**config.mk**
```make
export PLATFORM = sky130hd
export DESIGN_NAME = instr_encoder_flat
export DESIGN_NICKNAME = d
export VERILOG_FILES = /design/src/rtl/instr_encoder_if.sv /design/src/rtl/instr_encoder.sv /design/src/flat_wrapper.sv
export SDC_FILE = /design/constraint.sdc
export NUM_CORES = 1
export LEC_CHECK = 0
export ABC_AREA = 1
export CAP_MARGIN = 20
export CORE_MARGIN = 4
export CORE_UTILIZATION = 53
export CTS_CLUSTER_DIAMETER = 150
export DETAILED_ROUTE_END_ITERATION = 10
export PLACE_DENSITY = 0.86
export SYNTH_ARGS = -nofsm -noshare
export SYNTH_HDL_FRONTEND = slang
export SYNTH_SLANG_ARGS = --single-unit
export TNS_END_PERCENT = 20
```
**constraint.sdc**
```tcl
create_clock -name clk -period 2.2 [get_ports clk]
set_input_delay 0.22 -clock clk [delete_from_list [all_inputs] [get_ports clk]]
set_output_delay 0.22 -clock clk [all_outputs]
set_load 0.02 [all_outputs]
```
**src/rtl/instr_encoder_if.sv**
```systemverilog
// Request and instruction-word handshakes of the instruction encoder.
interface instr_encoder_if;
  logic        req_valid;
  logic        req_ready;
  logic [4:0]  req_op;
  logic [2:0]  req_rd;
  logic [2:0]  req_rn;
  logic [2:0]  req_rm;
  logic [3:0]  req_cond;
  logic [15:0] req_imm;
  logic        instr_valid;
  logic        instr_ready;
  logic [15:0] instr;
  logic        busy;
  logic        err;

  // Request producer / instruction consumer side
  modport master (
    output req_valid, req_op, req_rd, req_rn, req_rm, req_cond, req_imm, instr_ready,
    input  req_ready, instr_valid, instr, busy, err
  );

  // Encoder side
  modport slave (
    input  req_valid, req_op, req_rd, req_rn, req_rm, req_cond, req_imm, instr_ready,
    output req_ready, instr_valid, instr, busy, err
  );
endinterface

```
**src/rtl/instr_encoder.sv**
```systemverilog
// Sequential instruction encoder: turns abstract operation requests into
// 16-bit instruction words, expanding LDI and padding branches with NOPs.
module instr_encoder #(
  parameter int unsigned PAD_NOPS    = 2,
  parameter int unsigned SCRATCH_REG = 7
) (
  input  logic            clk,
  input  logic            reset,
  instr_encoder_if.slave  bus
);

  localparam logic [15:0] NOP  = 16'hBF00;
  localparam logic [2:0]  SCR  = SCRATCH_REG[2:0];
  localparam logic [2:0]  PADN = PAD_NOPS[2:0];

  // Single words never occupy a state of their own: they return to IDLE in
  // the accept cycle, which is what keeps back-to-back throughput at 1/cycle.
  typedef enum logic [1:0] {IDLE, EXPAND, PAD} state_t;

  state_t      state_q, state_d;
  logic [2:0]  step_q, step_d;
  logic [2:0]  pad_q, pad_d;
  logic [15:0] instr_q, instr_d;
  logic        valid_q, valid_d;
  logic        err_q, err_d;
  logic [2:0]  rd_q, rd_d;
  logic [7:0]  lo_q, lo_d;

  logic advance, req_ready, accept, ldi_long, req_legal, is_branch;

  function automatic logic [15:0] encode(input logic [4:0]  op,
                                         input logic [2:0]  rd,
                                         input logic [2:0]  rn,
                                         input logic [2:0]  rm,
                                         input logic [3:0]  cond,
                                         input logic [15:0] imm);
    logic [15:0] w;
    w = NOP;
    case (op)
      5'd0:  w = {5'b00100, rd, imm[7:0]};
      5'd1:  w = {7'b0001110, imm[2:0], rn, rd};
      5'd2:  w = {7'b0001100, rm, rn, rd};
      5'd3:  w = {7'b0001111, imm[2:0], rn, rd};
      5'd4:  w = {7'b0001101, rm, rn, rd};
      5'd5:  w = {10'b0100001010, rm, rn};
      5'd6:  w = {10'b0100000000, rm, rd};
      5'd7:  w = {10'b0100000001, rm, rd};
      5'd8:  w = {10'b0100001100, rm, rd};
      5'd9:  w = {10'b0100001111, rm, rd};
      5'd10: w = {10'b0100000010, rm, rd};
      5'd11: w = {10'b0100000011, rm, rd};
      5'd12: w = {10'b0100000100, rm, rd};
      5'd13: w = {10'b0100000111, rm, rd};
      5'd14: w = {5'b01100, imm[4:0], rn, rd};
      5'd15: w = {5'b01101, imm[4:0], rn, rd};
      5'd16: w = {4'b1101, cond, imm[7:0]};
      5'd17: w = {5'b11100, imm[10:0]};
      5'd18: w = NOP;
      // FADD..FDIV are ops 19..22; low two op bits plus one give 00..11
      5'd19, 5'd20, 5'd21, 5'd22: w = {5'b01110, op[1:0] + 2'd1, rm, rn, rd};
      5'd23: w = {5'b00100, rd, (imm[15:8] != '0) ? imm[15:8] : imm[7:0]};
      default: w = NOP;
    endcase
    return w;
  endfunction

  // Words 2..5 of the long LDI expansion, indexed by step
  function automatic logic [15:0] expand_word(input logic [2:0] step,
                                              input logic [2:0] rd,
                                              input logic [7:0] lo);
    logic [15:0] w;
    case (step)
      3'd1:    w = {5'b00100, SCR, 8'd8};
      3'd2:    w = {10'b0100000010, SCR, rd};
      3'd3:    w = {5'b00100, SCR, lo};
      default: w = {10'b0100001100, SCR, rd};
    endcase
    return w;
  endfunction

  assign advance   = !valid_q || bus.instr_ready;
  assign req_ready = (state_q == IDLE) && advance;
  assign accept    = bus.req_valid && req_ready;
  assign ldi_long  = (bus.req_op == 5'd23) && (bus.req_imm[15:8] != '0);
  assign req_legal = (bus.req_op <= 5'd23) && !(ldi_long && (bus.req_rd == SCR));
  assign is_branch = (bus.req_op == 5'd16) || (bus.req_op == 5'd17);

  // State and datapath registers
  always_ff @(posedge clk or negedge reset) begin
    if (!reset) begin
      state_q <= IDLE;
      step_q  <= '0;
      pad_q   <= '0;
      instr_q <= '0;
      valid_q <= 1'b0;
      err_q   <= 1'b0;
      rd_q    <= '0;
      lo_q    <= '0;
    end else begin
      state_q <= state_d;
      step_q  <= step_d;
      pad_q   <= pad_d;
      instr_q <= instr_d;
      valid_q <= valid_d;
      err_q   <= err_d;
      rd_q    <= rd_d;
      lo_q    <= lo_d;
    end
  end

  // Next-state: sequence selection and step/pad counters
  always_comb begin
    state_d = state_q;
    step_d  = step_q;
    pad_d   = pad_q;
    case (state_q)
      IDLE: begin
        if (accept && req_legal) begin
          if (ldi_long) begin
            state_d = EXPAND;
            step_d  = '0;
          end else if (is_branch && (PADN != '0)) begin
            state_d = PAD;
            pad_d   = PADN;
          end
        end
      end
      EXPAND: begin
        if (advance) begin
          if (step_q == 3'd4) begin
            state_d = IDLE;
            step_d  = '0;
          end else begin
            step_d = step_q + 3'd1;
          end
        end
      end
      PAD: begin
        if (advance) begin
          if (pad_q == '0) state_d = IDLE;
          else             pad_d   = pad_q - 3'd1;
        end
      end
      default: state_d = IDLE;
    endcase
  end

  // Output word, valid flag, error pulse and captured LDI operands
  always_comb begin
    instr_d = instr_q;
    valid_d = valid_q;
    err_d   = 1'b0;
    rd_d    = rd_q;
    lo_d    = lo_q;
    case (state_q)
      IDLE: begin
        if (advance) valid_d = 1'b0;
        if (accept) begin
          if (!req_legal) begin
            err_d = 1'b1;
          end else begin
            valid_d = 1'b1;
            instr_d = encode(bus.req_op, bus.req_rd, bus.req_rn, bus.req_rm,
                             bus.req_cond, bus.req_imm);
            rd_d    = bus.req_rd;
            lo_d    = bus.req_imm[7:0];
          end
        end
      end
      EXPAND: begin
        if (advance) begin
          if (step_q == 3'd4) begin
            valid_d = 1'b0;
          end else begin
            valid_d = 1'b1;
            instr_d = expand_word(step_q + 3'd1, rd_q, lo_q);
          end
        end
      end
      PAD: begin
        if (advance) begin
          if (pad_q == '0) begin
            valid_d = 1'b0;
          end else begin
            valid_d = 1'b1;
            instr_d = NOP;
          end
        end
      end
      default: valid_d = 1'b0;
    endcase
  end

  assign bus.req_ready   = req_ready;
  assign bus.instr_valid = valid_q;
  assign bus.instr       = instr_q;
  assign bus.busy        = (state_q == EXPAND) || (state_q == PAD);
  assign bus.err         = err_q;

endmodule

```
**src/flat_wrapper.sv**
```systemverilog
// flat-port wrapper written by rule: the top's interface ports become plain ports
module instr_encoder_flat 
#(
  parameter int unsigned PAD_NOPS    = 2,
  parameter int unsigned SCRATCH_REG = 7
)
  (clk, reset, bus_req_valid, bus_req_op, bus_req_rd, bus_req_rn, bus_req_rm, bus_req_cond, bus_req_imm, bus_instr_ready, bus_req_ready, bus_instr_valid, bus_instr, bus_busy, bus_err);
  instr_encoder_if bus_i ();
  input  logic clk;
  input  logic reset;
  input wire logic [$bits(bus_i.req_valid)-1:0] bus_req_valid;
  input wire logic [$bits(bus_i.req_op)-1:0] bus_req_op;
  input wire logic [$bits(bus_i.req_rd)-1:0] bus_req_rd;
  input wire logic [$bits(bus_i.req_rn)-1:0] bus_req_rn;
  input wire logic [$bits(bus_i.req_rm)-1:0] bus_req_rm;
  input wire logic [$bits(bus_i.req_cond)-1:0] bus_req_cond;
  input wire logic [$bits(bus_i.req_imm)-1:0] bus_req_imm;
  input wire logic [$bits(bus_i.instr_ready)-1:0] bus_instr_ready;
  output wire logic [$bits(bus_i.req_ready)-1:0] bus_req_ready;
  output wire logic [$bits(bus_i.instr_valid)-1:0] bus_instr_valid;
  output wire logic [$bits(bus_i.instr)-1:0] bus_instr;
  output wire logic [$bits(bus_i.busy)-1:0] bus_busy;
  output wire logic [$bits(bus_i.err)-1:0] bus_err;
  assign bus_i.req_valid = bus_req_valid;
  assign bus_i.req_op = bus_req_op;
  assign bus_i.req_rd = bus_req_rd;
  assign bus_i.req_rn = bus_req_rn;
  assign bus_i.req_rm = bus_req_rm;
  assign bus_i.req_cond = bus_req_cond;
  assign bus_i.req_imm = bus_req_imm;
  assign bus_i.instr_ready = bus_instr_ready;
  assign bus_req_ready = bus_i.req_ready;
  assign bus_instr_valid = bus_i.instr_valid;
  assign bus_instr = bus_i.instr;
  assign bus_busy = bus_i.busy;
  assign bus_err = bus_i.err;
  instr_encoder #(.PAD_NOPS(PAD_NOPS), .SCRATCH_REG(SCRATCH_REG)) u_core (.clk(clk), .reset(reset), .bus(bus_i));
endmodule
```
* Word-level counts from Yosys, hierarchy flattened
Cells that the tools add are included.
** Storage, ports and cells
- Flip-flop bits (word level) :: 37
- Latch bits :: 0
- Memory bits (writable) :: 0
- ROM bits :: 0
- Input port bits :: 38
- Output and inout port bits :: 20
- Word-level logic and storage cells :: 119
- Memories :: 0
** Operators by class
- $add $sub $neg :: 3
- $mul :: 0
- Div/mod/pow operators :: 0
- $lt $le $gt $ge :: 1
- Equal/unequal tests :: 42
- Shifts and indexed selects :: 0
- Muxes and demuxes :: 40
- Bitwise gates (word level) :: 0
- Reductions and logical operators :: 25
** Operator list (number)
- 16-bit one-hot mux with 20 select lines :: 1
- 16-bit 2-to-1 mux :: 6
- 16-bit one-hot mux with 3 select lines :: 1
- 15-bit one-hot mux with 3 select lines :: 1
- 5-bit by 4-bit equality test with 1-bit output (second input constant) :: 8
- 5-bit equality test (second input constant) :: 7
- 3-bit 2-to-1 mux :: 9
- 5-bit by 3-bit equality test with 1-bit output (second input constant) :: 4
- 2-bit by 1-bit inequality test with 1-bit output (second input constant) :: 8
- 2-bit 2-to-1 mux :: 7
- 3-bit one-hot mux with 2 select lines :: 2
- 6-bit AND reduction :: 2
- 5-bit by 2-bit equality test with 1-bit output (second input constant) :: 2
- 1-bit 2-to-1 mux :: 10
- 8-bit 2-to-1 mux :: 1
- 2-bit inequality test (second input constant) :: 4
- 8-bit nonzero test :: 1
- 7-bit AND reduction :: 1
- 3-bit by 2-bit equality test with 1-bit output (second input constant) :: 2
- 3-bit equality test (second input constant) :: 2
- 1-bit logical AND :: 6
- 2-bit one-hot mux with 3 select lines :: 1
- 5-bit by 1-bit equality test with 1-bit output (second input constant) :: 1
- 5-bit less-or-equal comparator (second input constant) :: 1
- other kinds (19) :: 23

* Longest topological paths before layout
- Depth in word-level cells :: 8
- Depth in mapped cells :: 15
- Depth with buffers taken out :: 15

* Least setup slack after synthesis
No wires, ideal clock.
- Path kind :: register -> register
- Start point :: reg u_core.state_q[0]
- End point :: reg u_core.instr_q[6] (netlist: u_core.bus.instr[6])
- Library setup time :: 0.123 ns
- Arrival :: 1.925 ns
- Required time :: 2.077 ns
- Slack :: 0.152 ns
- Stages on the path, launching flop included :: 13
- Buffers on the path :: 1
- Clock period less this slack :: 2.048 ns
- Path through :: dfrtp_1 > inv_1 > ha_1 > inv_1 > nor2_2 > nand2_1 > clkinv_1 > nand3_4 > nand2_4 > nand2_4 > buf_6 > a21oi_1 > a21oi_2
** On the way
- Word-level cells in the longest chain between the ends :: 5
- Elaborated cells on any way between the ends :: 14
- Those cells by class :: eq/ne (8); mux (1); reduce/logical (5)
** RTL lines
- start: declaration :: line instr_encoder.sv:20 : state_t state_q, state_d;
- start signal: assignment :: line instr_encoder.sv:100 : state_q <= state_d;
- 2-bit zero test :: line instr_encoder.sv:82 : assign req_ready = (state_q == IDLE) && advance;
- 1-bit logical AND :: line instr_encoder.sv:82
- via bus_req_ready :: line flat_wrapper.sv:19 : output wire logic [$bits(bus_i.req_ready)-1:0] bus_req_ready;
- 1-bit logical AND :: line instr_encoder.sv:83 : assign accept = bus.req_valid && req_ready;
- 2-bit by 1-bit inequality test with 1-bit output (no line)
- 7-bit AND reduction (no line)
- end signal: assignment :: line instr_encoder.sv:103 : instr_q <= instr_d;
- end: declaration :: line instr_encoder.sv:23 : logic [15:0] instr_q, instr_d;
The timed path passes the listed nets, and every way through them passes these cells.
A chain may end at the register's enable or synchronous reset.

* Worst setup path in the final report
- Start point :: reg u_core.state_q[0]
- End point :: out bus_busy
** On the way
- Word-level cells in the longest chain between the ends :: 2
- Elaborated cells on any way between the ends :: 3
- Those cells by class :: eq/ne (2); reduce/logical (1)
** RTL lines
- 2-bit by 1-bit equality test with 1-bit output or 2-bit equality test (tied branches) :: line instr_encoder.sv:197 : assign bus.busy = (state_q == EXPAND) || (state_q == PAD);
- 1-bit logical OR (*) :: line instr_encoder.sv:197
- end: declaration :: line flat_wrapper.sv:22 : output wire logic [$bits(bus_i.busy)-1:0] bus_busy;
Every way passes the cells marked *; elsewhere a longest branch is shown, timed or not.

==> summary.md <==
| Metric | Value |
|---|---|
| Count of different cell masters after synthesis | 29 |
| Starting Density | 0.562 |
| Compound-Gate Fraction of Synth Area | 0.128 |
| Post-Synth Simple-Gate Area | 0.401 |
| Largest family of logic cells by synthesized area | simple AND/OR/NAND/NOR gates |
| Xor/xnor share of the synthesized area | 0.00595 |
| Hold Path Class | input pin to asynchronous set/reset pin |
| Worst endpoint required time | 1980 ps |
| Fraction of layout cells with a size suffix above 1 | 0.0960 |
| Worst-path fanout max | 4 |
| Int Pwr | 2140 uW |
| CTS clk-pin slew, worst paths | 70 ps |
| Sequential Area | 926 um2 |
| Final wirelength | 8940 um |
| Initial antenna violation count | 0 |
| DR pass1 iterations | 5 |
| Total track usage | 0.279 |
| Final period util | 0.934 |
| Max stage delay cell, worst path | clkdlybuf4s50_1 |
| Endpoint arrival time on the critical path | 1840 ps |
| Cells after Synth | 473 |
| Max_cap viols | 0 |
| Setup slack, reg-to-reg | 210 ps |
| Critical Path Max Stage Delay | 610 ps |
| Drt initial violations | 321 |
| Worst slew pin tran | 470 ps |
| Clock skew | 9.28 ps |
| Non-Filler Instances | 622 |
| Critical path class | flip-flop to output pin |
| Multi-input logic area | 1760 um2 |
| Die Wd | 82.5 um |
| ANT cells | 0 |
| Sequential share of the synthesized area | 0.315 |
| GRT overflow | 0 |
| Status | complete, no violations |
| DR vias | 3351 |
| Total CTS buffers | 5 |
| Post-Place Cell Area | 3720 um2 |
| PnR worst setup slack | 144 ps |
| Mean area per synthesized cell | 6.22 um2 |
| RSZ-0062 raised after global routing | no |
| WL per Instance | 14.4 um |
| Crit start category | flip-flop |
| Final GP Congestion | 1.04 |
| IO Pins | 58 |
| CTS tree | yes |
| Area share of fa/ha/maj cells after synthesis | 0.0595 |
| Max clock buf depth | 2 |
| Mux share of post-synthesis cell area | 0 |
| Layout area overhead | 29.4% |
| Commonest cells after routing, fill and taps aside | nand2_1 (179), nor2_1 (61), clkdlybuf4s50_1 (57) |
| H-tree depth | 2 |
| Fillers | 444 |
| Root Buffer | clkbuf_8 |
| Max-slew violations | 0 |
| First-pass GRT wire length | 14600 um |
| Cell Area, Synth | 2940 um2 |
| Syn Nets | 525 |
| Post-CTS Setup Bufs | 0 |
| Pwr Total | 3960 uW |
| Placed cell count | 616 |
| Latest clock arrival within the worst-skew pair | 280 ps |
| #FFs+latches synth | 37 |
| Vias per cell | 5.39 |
| Sequential fraction of design power | 0.293 |
| Die Y | 82.5 um |
| Switch share | 0.459 |
| Crit end category | output pin |
| Family with the most delay on the worst path | buffers and inverters |
| Commonest non-fill, non-tap cell in the layout | nand2_1 |
| # rows | 26 |
| Dpl ws | -99.6 ps |
| Slew headroom | 0.687 |
| Final hold vios | 0 |
| Cells on worst reg2reg path | 9 |
| Critical path depth | 4 |
| ANT nets after route | 0 |
| Clock sink total | 37 |
| Input/output buffers | 57 |
| Combinational share of power | 0.597 |
| Vias in the first global route | 3123 |
| Peak Freq | 0.486 GHz |
| Nets | 605 |
| Final setup fails | 0 |
| Post-route cell area | 3810 um2 |
| Core area | 5240 um2 |
| Buf/Inv on CP | 3 |
| Post-DP HPWL | 7390 um |
| Synth Warn # | 0 |
| Tmin final | 2060 ps |
| Pin count of the biggest net entering global routing | 38 |
| Total Die Area | 6810 um2 |
| Final core occ | 0.727 |
| Cell Chain, Critical Path | inv_1 > ha_1 > buf_4 > clkdlybuf4s50_1 |
| Residual DRC | 0 |
| Switching pwr | 1810 uW |
| Clock network power share | 0.109 |
| VDD IR-drop max | 0.000714 V |
| Leak | 0.00203 uW |
| Pwr/cell area | 1040 nW/um2 |
layer usage:
metal,vias up,part of all wire,GRT usage
met1,1509,0.45,0.394
met5,-,0,0
met4,0,0.022,0.0899
li1,1639,-,-
met2,183,0.44,0.438
met3,20,0.088,0.0412
cell families after synthesis:
family                   Yosys count
XOR/XNOR                           2
adder cells (fa/ha/maj)           14
flip-flops                        37
AO/OA/AOI/OAI                     66
AND/OR/NAND/NOR                  288
buffers and inverters             66
worst reg2reg max path, delay by kind of cell, from the launching register on:
family	cells	cell delay (ps)
xor+xnor	1	370
simple gates	6	800
flops	1	410
fa+ha+maj	1	220
compound gates	1	70
worst paths after layout:
path	startpoint	to
max	u_core.state_q[0]	bus_busy
max in group asynchronous	reset	u_core.bus.instr[8]
min reg2reg	u_core.bus.instr[13]	u_core.bus.instr[13]
min	reset	u_core.lo_q[7]
max reg2reg	u_core.step_q[0]	u_core.bus.instr[4]
min in group clk	u_core.bus.instr[13]	u_core.bus.instr[13]
flip-flops by register name, indices dropped and copies added (netlist names):
register / count
u_core.step_q: 3
u_core.pad_q: 3
u_core.bus.instr_valid: 1
u_core.bus.instr: 16
u_core.rd_q: 3
u_core.bus.err: 1
u_core.state_q: 2
u_core.lo_q: 8
layout make-up:
| cell class | count | area share |
|---|---|---|
| multi-input combinational | 370 | 0.461 |
| sequential | 37 | 0.243 |
| timing repair buffer | 79 | 0.193 |
| inverter | 60 | 0.0598 |
| tap | 70 | 0.0230 |
| clock buffer | 5 | 0.0181 |
| clock inverter | 1 | 0.00131 |
synth_stat cells:
library cell,n,area (um2)
nand3b_1,1,7.51
inv_2,4,15.0
o21ai_1,2,10.0
nand3_1,32,160
nor3_2,1,10.0
a21oi_2,9,78.8
o21ai_0,41,205
nand2_2,1,6.26
inv_1,54,203
buf_6,2,22.5
nor3_1,3,15.0
nand4_1,3,18.8
a31oi_1,2,12.5
ha_1,14,175
inv_4,1,6.26
nor2_2,2,12.5
xnor2_1,1,8.76
o31ai_2,1,12.5
xor2_1,1,8.76
nand2_1,180,676
nor2_1,62,233
a21oi_1,9,45.0
dfrtp_1,37,926
clkbuf_1,2,7.51
o22ai_1,2,12.5
buf_2,2,10.0
nand3_4,1,17.5
clkinv_1,1,3.75
nand2_4,2,22.5
power groups by stage:
stage	sequential [uW]	combinational, uW	clock [uW]
2_1_floorplan	1340	1300	0
3_3_place_gp	1160	2270	0
3_5_place_dp	1170	2330	0
4_1_cts	1160	2350	436
5_1_grt	1190	2610	475
6_report	1160	2360	433
what timing repair did:
action / CTS / global route
hold buffers: 0 / 0
resized for setup: 0 / 3
setup endpoints to repair: 0 / 8
metrics by stage:
step | hold WS (ps) | TNS [ps]
global route | 407 | 0
CTS | 378 | 0
detailed placement | 471 | -768
finish | 362 | 0
global placement | 465 | -164
floorplan | -75.6 | 0
No activity file was read; power rests on OpenSTA's default activity.
